===== src/rtl/line_adaptor_pkg.sv =====
// Shared constants and FSM state type for the cacheline-to-memory burst adaptor.
package line_adaptor_pkg;

  localparam int LINE_BEATS       = 4;
  localparam int BEAT_W           = 64;
  localparam int LINE_OFFSET_BITS = 5;

  typedef enum logic [2:0] {
    ST_IDLE     = 3'd0,
    ST_RD_BURST = 3'd1,
    ST_RD_DONE  = 3'd2,
    ST_WR_BURST = 3'd3,
    ST_WR_DONE  = 3'd4
  } line_adaptor_state_t;

endpackage


===== src/rtl/line_beat_buffer.sv =====
// Line staging register: full-line load (write capture), per-beat write (read fill), per-beat read mux (write drain).
// Updates on the next edge; no handshake, the owner sequences the enables.
module line_beat_buffer
  import line_adaptor_pkg::*;
#(
  parameter int BEATS = LINE_BEATS,
  parameter int WIDTH = BEAT_W,
  parameter int IDX_W = $clog2(BEATS)
) (
  input  logic                   clk,
  input  logic                   rst,
  input  logic                   load_en,
  input  logic [BEATS*WIDTH-1:0] load_line,
  input  logic                   beat_we,
  input  logic [IDX_W-1:0]       beat_idx,
  input  logic [WIDTH-1:0]       beat_wdata,
  output logic [WIDTH-1:0]       beat_rdata,
  output logic [BEATS*WIDTH-1:0] line
);

  logic [BEATS*WIDTH-1:0] line_q;
  logic [BEATS*WIDTH-1:0] line_d;

  // A full-line load takes priority; both are never requested together by the FSM.
  always_comb begin
    line_d = line_q;
    if (load_en) begin
      line_d = load_line;
    end else if (beat_we) begin
      line_d[int'(beat_idx)*WIDTH +: WIDTH] = beat_wdata;
    end
  end

  always_ff @(posedge clk or negedge rst) begin
    if (!rst) begin
      line_q <= '0;
    end else begin
      line_q <= line_d;
    end
  end

  assign beat_rdata = line_q[int'(beat_idx)*WIDTH +: WIDTH];
  assign line       = line_q;

endmodule


===== src/rtl/line_burst_adaptor.sv =====
// Cacheline port responder: one line read/write-back done as a 4-beat memory burst; response 1 cycle after the last ack
// (LINE_ADAPTOR_WRITE_POST_EN: write response in cycle 1, burst drains in background). Ack gaps stall the beat counter.
module line_burst_adaptor #(
  parameter int LINE_W = 256,
  parameter int BEAT_W = 64
) (
  input  logic              clk,
  input  logic              rst,
  input  logic [31:0]       line_addr_i,
  input  logic [LINE_W-1:0] line_i,
  input  logic              line_read_i,
  input  logic              line_write_i,
  output logic [LINE_W-1:0] line_o,
  output logic              line_resp_o,
  output logic [31:0]       mem_addr_o,
  output logic [BEAT_W-1:0] mem_wdata_o,
  input  logic [BEAT_W-1:0] mem_rdata_i,
  output logic              mem_read_o,
  output logic              mem_write_o,
  input  logic              mem_resp_i
);
  import line_adaptor_pkg::*;

  localparam int BEATS = LINE_W / BEAT_W;
  localparam int CNT_W = $clog2(BEATS);
  localparam logic [CNT_W-1:0] LAST_BEAT = CNT_W'(BEATS - 1);

  line_adaptor_state_t state_q, state_d;
  logic [CNT_W-1:0]    cnt_q, cnt_d;
  logic [31:0]         addr_q, addr_d;
  logic                load_en;
  logic                beat_we;
  logic [BEAT_W-1:0]   beat_rdata;
  logic [LINE_W-1:0]   buf_line;
  logic                unused_addr_bits;

`ifdef LINE_ADAPTOR_WRITE_POST_EN
  logic wr_first_q, wr_first_d;
`endif

  assign unused_addr_bits = ^line_addr_i[LINE_OFFSET_BITS-1:0];

  always_comb begin
    state_d = state_q;
    cnt_d   = cnt_q;
    addr_d  = addr_q;
    load_en = 1'b0;
    beat_we = 1'b0;
`ifdef LINE_ADAPTOR_WRITE_POST_EN
    wr_first_d = 1'b0;
`endif
    case (state_q)
      // Write wins a tie: the dirty victim leaves before the fill arrives.
      ST_IDLE: begin
        if (line_write_i) begin
          addr_d  = {line_addr_i[31:LINE_OFFSET_BITS], {LINE_OFFSET_BITS{1'b0}}};
          cnt_d   = '0;
          load_en = 1'b1;
          state_d = ST_WR_BURST;
`ifdef LINE_ADAPTOR_WRITE_POST_EN
          wr_first_d = 1'b1;
`endif
        end else if (line_read_i) begin
          addr_d  = {line_addr_i[31:LINE_OFFSET_BITS], {LINE_OFFSET_BITS{1'b0}}};
          cnt_d   = '0;
          state_d = ST_RD_BURST;
        end
      end
      ST_RD_BURST: begin
        if (mem_resp_i) begin
          beat_we = 1'b1;
          cnt_d   = cnt_q + 1'b1;
          if (cnt_q == LAST_BEAT) begin
            state_d = ST_RD_DONE;
          end
        end
      end
      ST_RD_DONE: state_d = ST_IDLE;
      ST_WR_BURST: begin
        if (mem_resp_i) begin
          cnt_d = cnt_q + 1'b1;
          if (cnt_q == LAST_BEAT) begin
`ifdef LINE_ADAPTOR_WRITE_POST_EN
            state_d = ST_IDLE;
`else
            state_d = ST_WR_DONE;
`endif
          end
        end
      end
      ST_WR_DONE: state_d = ST_IDLE;
      default:    state_d = ST_IDLE;
    endcase
  end

  always_ff @(posedge clk or negedge rst) begin
    if (!rst) begin
      state_q <= ST_IDLE;
      cnt_q   <= '0;
      addr_q  <= '0;
    end else begin
      state_q <= state_d;
      cnt_q   <= cnt_d;
      addr_q  <= addr_d;
    end
  end

`ifdef LINE_ADAPTOR_WRITE_POST_EN
  always_ff @(posedge clk or negedge rst) begin
    if (!rst) begin
      wr_first_q <= 1'b0;
    end else begin
      wr_first_q <= wr_first_d;
    end
  end
`endif

  line_beat_buffer #(
    .BEATS (BEATS),
    .WIDTH (BEAT_W)
  ) u_buf (
    .clk        (clk),
    .rst        (rst),
    .load_en    (load_en),
    .load_line  (line_i),
    .beat_we    (beat_we),
    .beat_idx   (cnt_q),
    .beat_wdata (mem_rdata_i),
    .beat_rdata (beat_rdata),
    .line       (buf_line)
  );

  assign mem_read_o  = (state_q == ST_RD_BURST);
  assign mem_write_o = (state_q == ST_WR_BURST);
  assign mem_addr_o  = addr_q;
  assign mem_wdata_o = mem_write_o ? beat_rdata : '0;
  assign line_o      = (state_q == ST_RD_DONE) ? buf_line : '0;

`ifdef LINE_ADAPTOR_WRITE_POST_EN
  assign line_resp_o = (state_q == ST_RD_DONE) || ((state_q == ST_WR_BURST) && wr_first_q);
`else
  assign line_resp_o = (state_q == ST_RD_DONE) || (state_q == ST_WR_DONE);
`endif

endmodule


===== config.mk =====
export PLATFORM = sky130hd
export DESIGN_NAME = line_burst_adaptor
export DESIGN_NICKNAME = d
export VERILOG_FILES = /design/src/rtl/line_adaptor_pkg.sv /design/src/rtl/line_beat_buffer.sv /design/src/rtl/line_burst_adaptor.sv
export SDC_FILE = /design/constraint.sdc
export NUM_CORES = 1
export LEC_CHECK = 0
export ABC_CLOCK_PERIOD_IN_PS = 4900
export BUFFER_PORTS_ARGS = -buffer_cell sky130_fd_sc_hd__buf_2
export CAP_MARGIN = 25
export CORE_AREA = 2 2 276 278
export CTS_BUF_LIST = sky130_fd_sc_hd__clkbuf_4 sky130_fd_sc_hd__clkbuf_8
export CTS_CLUSTER_SIZE = 20
export DETAILED_ROUTE_END_ITERATION = 8
export DIE_AREA = 0 0 278 280
export SKIP_LAST_GASP = 1
export SYNTH_ARGS = -nofsm -noshare
export SYNTH_HDL_FRONTEND = slang
export SYNTH_HIERARCHICAL = 1
export SYNTH_SLANG_ARGS = --single-unit

===== constraint.sdc =====
create_clock -name clk -period 4.9 [get_ports clk]
set_input_delay 0.245 -clock clk [delete_from_list [all_inputs] [get_ports clk]]
set_output_delay 0.245 -clock clk [all_outputs]
set_load 0.005 [all_outputs]

==> impl_summary.md <==
Run status
The run finished with clean final reports.

Power and ir drop
The analysis attributes to cell leakage a power of 14.4 nW. Power spread over the standard cell area amounts to 507 nW/µm². Across the VDD grid, the largest voltage drop is 0.000238 V.

Hold path
The end point of the worst hold path is u_buf/line[192]. The startpoint of the most critical hold path is line_i[192]. The worst hold path belongs to the class primary input to register. The count of cells along the worst hold path is 3.

Timing
Setup repair after global routing left no endpoint under its margin. Setup violations remaining at the end of the flow were counted as 0. The slew at the pin closest to its max-slew limit is 1100 ps. The count of final hold-check violations is 0.

The final total negative setup slack is 0 ps. The clock period could shrink to 3740 ps. Timing would allow up to 267 MHz. The count of final max-slew check failures is 0.

Across the routed clock network, the largest skew measured is 24.4 ps. The worst max-slew margin expressed relative to the limit is 0.263. The ratio of final minimum period to clock period is 0.764. The final setup slack of the worst path is 1160 ps.

CTS
The longest clock path from root to sink contains 3 buffers. The number of buffers added by the clock tree synthesis step is 54. After clock tree synthesis, the clock-pin slew on the worst setup and hold paths is 60 ps. The number of sinks handled by clock tree synthesis is 288. The clock tree synthesis step divided the H-tree into 2 levels. The setup fix buffers added after clock tree synthesis is 0. For the worst-skew pair, the clock arrives at the later sink with an insertion delay of 650 ps. CTS placed an instance of sky130_fd_sc_hd__clkbuf_8 at the clock tree root.

The clock tree from TritonCTS is built.

Worst setup path
The worst register-to-register path has a depth of 8. The worst register-to-register path begins at state_q[2]. The startpoint kind of the worst setup timing path is a register. The element type at the critical path end is a register. The startpoint of the worst setup timing path is state_q[2]. The data required time at the worst endpoint is 5430 ps. The end of the worst register-to-register path is u_buf/line[185]. STA puts the critical path data arrival time at 4270 ps. The setup path with the least slack is of type register to register.

The largest driver fanout on the critical path is 68. Across all register-to-register paths, the minimum setup slack is 1160 ps.

Synthesis
By area the synthesized netlist is led by sky130_fd_sc_hd__dfrtp_1, sky130_fd_sc_hd__a22o_1, sky130_fd_sc_hd__and2_1. The post-synthesis average cell area is 11.6 µm². The largest family of logic cells by synthesized area is compound AO/OA/AOI/OAI gates. The main flop type after synthesis is sky130_fd_sc_hd__dfrtp_1. The share of the synthesized area in the top cell type is 0.445. The proportion of register bits with asynchronous set or reset after synthesis is 1.00. The area share of and/or/nand/nor cells after synthesis is 0.136. Yosys printed 6 warnings. Ranked by instance count, the synthesized netlist is headed by sky130_fd_sc_hd__and2_1, sky130_fd_sc_hd__dfrtp_1, sky130_fd_sc_hd__a21o_1, sky130_fd_sc_hd__a22o_1, sky130_fd_sc_hd__clkbuf_1. The share of cell area taken by muxes after synthesis is 0.108.

The synthesized area is 16200 µm². The compound-cell area share of the yosys netlist is 0.264. The parity-gate share of the synthesized area counting xor and xnor cells is 0.000541. The number of synthesized register bits is 288. The share of the Yosys chip area taken by registers is 0.445.

Of the total synthesized cell area, the portion taken by full adders, half adders and majority gates is 0.00464. The biggest area contributor in the post-synthesis netlist is sky130_fd_sc_hd__dfrtp_1. The synthesized instance count is 1401.

Synthesis instantiated 41 different standard cells from the library. In this run, synthesis inferred 0 flip-flops with an integrated enable. By instance count, the leading cell after synthesis is sky130_fd_sc_hd__and2_1.

Placed design
The setup slack at placement is 1550 ps. The count of port buffers added during placement is 701. The routability congestion estimate from global placement is 0.826. The detailed placement HPWL is 46.0 mm.

Final layout
The layout-stage area growth over the synthesis result is 56.4%. The area of the multi-input gates is 8390 µm². The flip-flop and latch area is 7210 µm².

The final layout contains 2771 nets. In the final layout, the share of cells above drive strength 1 is 0.380. Fill cells in the final layout number 7523.

Flow run
The tool flagged a number of max-cap violations equal to 0.

Floorplanning
The I/O pin count is 712. The initial utilization of the core area, before any placement, comes to 0.215. The die span in x is 278 µm. In this run the standard cell core region covers 75200 µm². In this run the core area contains 101 standard-cell rows. Measured along the y axis, the die boundary spans 280 µm.

The total die area is 77800 µm².

Drt
The average wire length per cell after detail routing is 21.6 µm. The detail route stage leaves a number of antenna-violating nets equal to 0. Dividing the detail-routed via count by the number of cells gives 4.82. The routed layout has 16495 vias. The total DRC errors in the routed layout is 0. The first TritonRoute pass finished after 6 iterations. The aggregate routed wire length is 73.9 mm. The first routing iteration left 992 violations.

Global routing
The initial antenna violation count came to 6. The first-pass GRT wire length is 109 mm. Across every metal layer, demand over resource in global routing totals 0.182. Entering global routing, the biggest net connects 191 pins. The via count of the first global-routing pass is 17278. After global routing the overflow that remains totals 0.
registers in the layout (all words and copies together), names as in the netlist:
signal	flops
u_buf/line	256
mem_addr_o	27
state_q	3
cnt_q	2
worst max-delay path by stage:
stage / to / slack, ps / cells after the start
after global placement: u_buf/line[230] / 1300 / 5
after CTS: mem_wdata_o[0] / 960 / 4
final: u_buf/line[185] / 1160 / 8
after global routing: u_buf/line[185] / 970 / 8
after floorplan: u_buf/line[10] / 2410 / 7
after detailed placement: u_buf/line[207] / 1550 / 6
metal layers:
metal | global-route usage | vias to the layer above | wire [µm]
met2 | 0.307 | 908 | 35900
met1 | 0.222 | 8213 | 30000
met3 | 0.0377 | 193 | 4870
met5 | 0 | - | 26
met4 | 0.0858 | 4 | 3070
li1 | - | 7177 | -
stage by stage:
stage / area [µm²] / utilization / power, mW / std cells / hold WS, ps
floorplan: 16200 / - / 7.59 / 1405 / -50.6
global placement: 20600 / 0.274 / 9.63 / 2972 / 146
detailed placement: 20600 / 0.275 / 9.70 / 2974 / 146
CTS: 25300 / 0.336 / 12.8 / 3419 / 3.72
global route: 25300 / 0.337 / 13.7 / 3423 / 44.5
finish: 25300 / 0.337 / 12.9 / 3425 / 72.5
repair_timing:
action | in CTS | in global routing
resized for setup | 0 | 0
hold buffers | 355 | 0
endpoints found under the hold margin | 431 | 0
cells in the final DEF (no fill, tap or decap), types with 6 or more instances in the layout:
master,count
sky130_fd_sc_hd__buf_2,700
sky130_fd_sc_hd__dlygate4sd3_1,355
sky130_fd_sc_hd__and2_1,320
sky130_fd_sc_hd__dfrtp_1,286
sky130_fd_sc_hd__a22o_1,256
sky130_fd_sc_hd__a21o_1,256
sky130_fd_sc_hd__clkbuf_8,64
sky130_fd_sc_hd__mux4_2,64
sky130_fd_sc_hd__mux2_2,26
sky130_fd_sc_hd__buf_4,23
sky130_fd_sc_hd__clkbuf_4,18
sky130_fd_sc_hd__nand2_1,6
sky130_fd_sc_hd__ha_1,6
sky130_fd_sc_hd__buf_12,6
critical path, cell delays in order (launching register included):
cell and delay [ps]:
sky130_fd_sc_hd__dfrtp_1 580, sky130_fd_sc_hd__nor4b_2 570, sky130_fd_sc_hd__buf_4 250, sky130_fd_sc_hd__buf_4 660, sky130_fd_sc_hd__a21oi_4 30, sky130_fd_sc_hd__buf_4 430
sky130_fd_sc_hd__a22o_1 330, sky130_fd_sc_hd__a21o_1 170, sky130_fd_sc_hd__dlygate4sd3_1 550
logic make-up (layout without fill, tap and decap cells):
family	after synthesis	count (layout)
flip-flops	288	288
AND/OR/NAND/NOR	347	347
other	1	10
adder cells (fa/ha/maj)	6	6
multiplexers	91	91
XOR/XNOR	1	1
AO/OA/AOI/OAI	526	526
buffers and inverters	141	1178
report_power, final:
part           internal [mW]  switching (mW)
clock                   1.36            1.09
combinational           3.42            2.68
sequential              3.38           0.922
total                   8.16            4.69
area by class of cell:
class | instances | area share
multi-input combinational | 976 | 0.331
timing repair buffer | 1086 | 0.292
sequential | 288 | 0.285
tap | 978 | 0.0483
clock buffer | 82 | 0.0401
clock inverter | 8 | 0.00286
antenna | 5 | 0.000494
inverter | 2 | 0.000296
No activity file was read; power rests on OpenSTA's default activity.
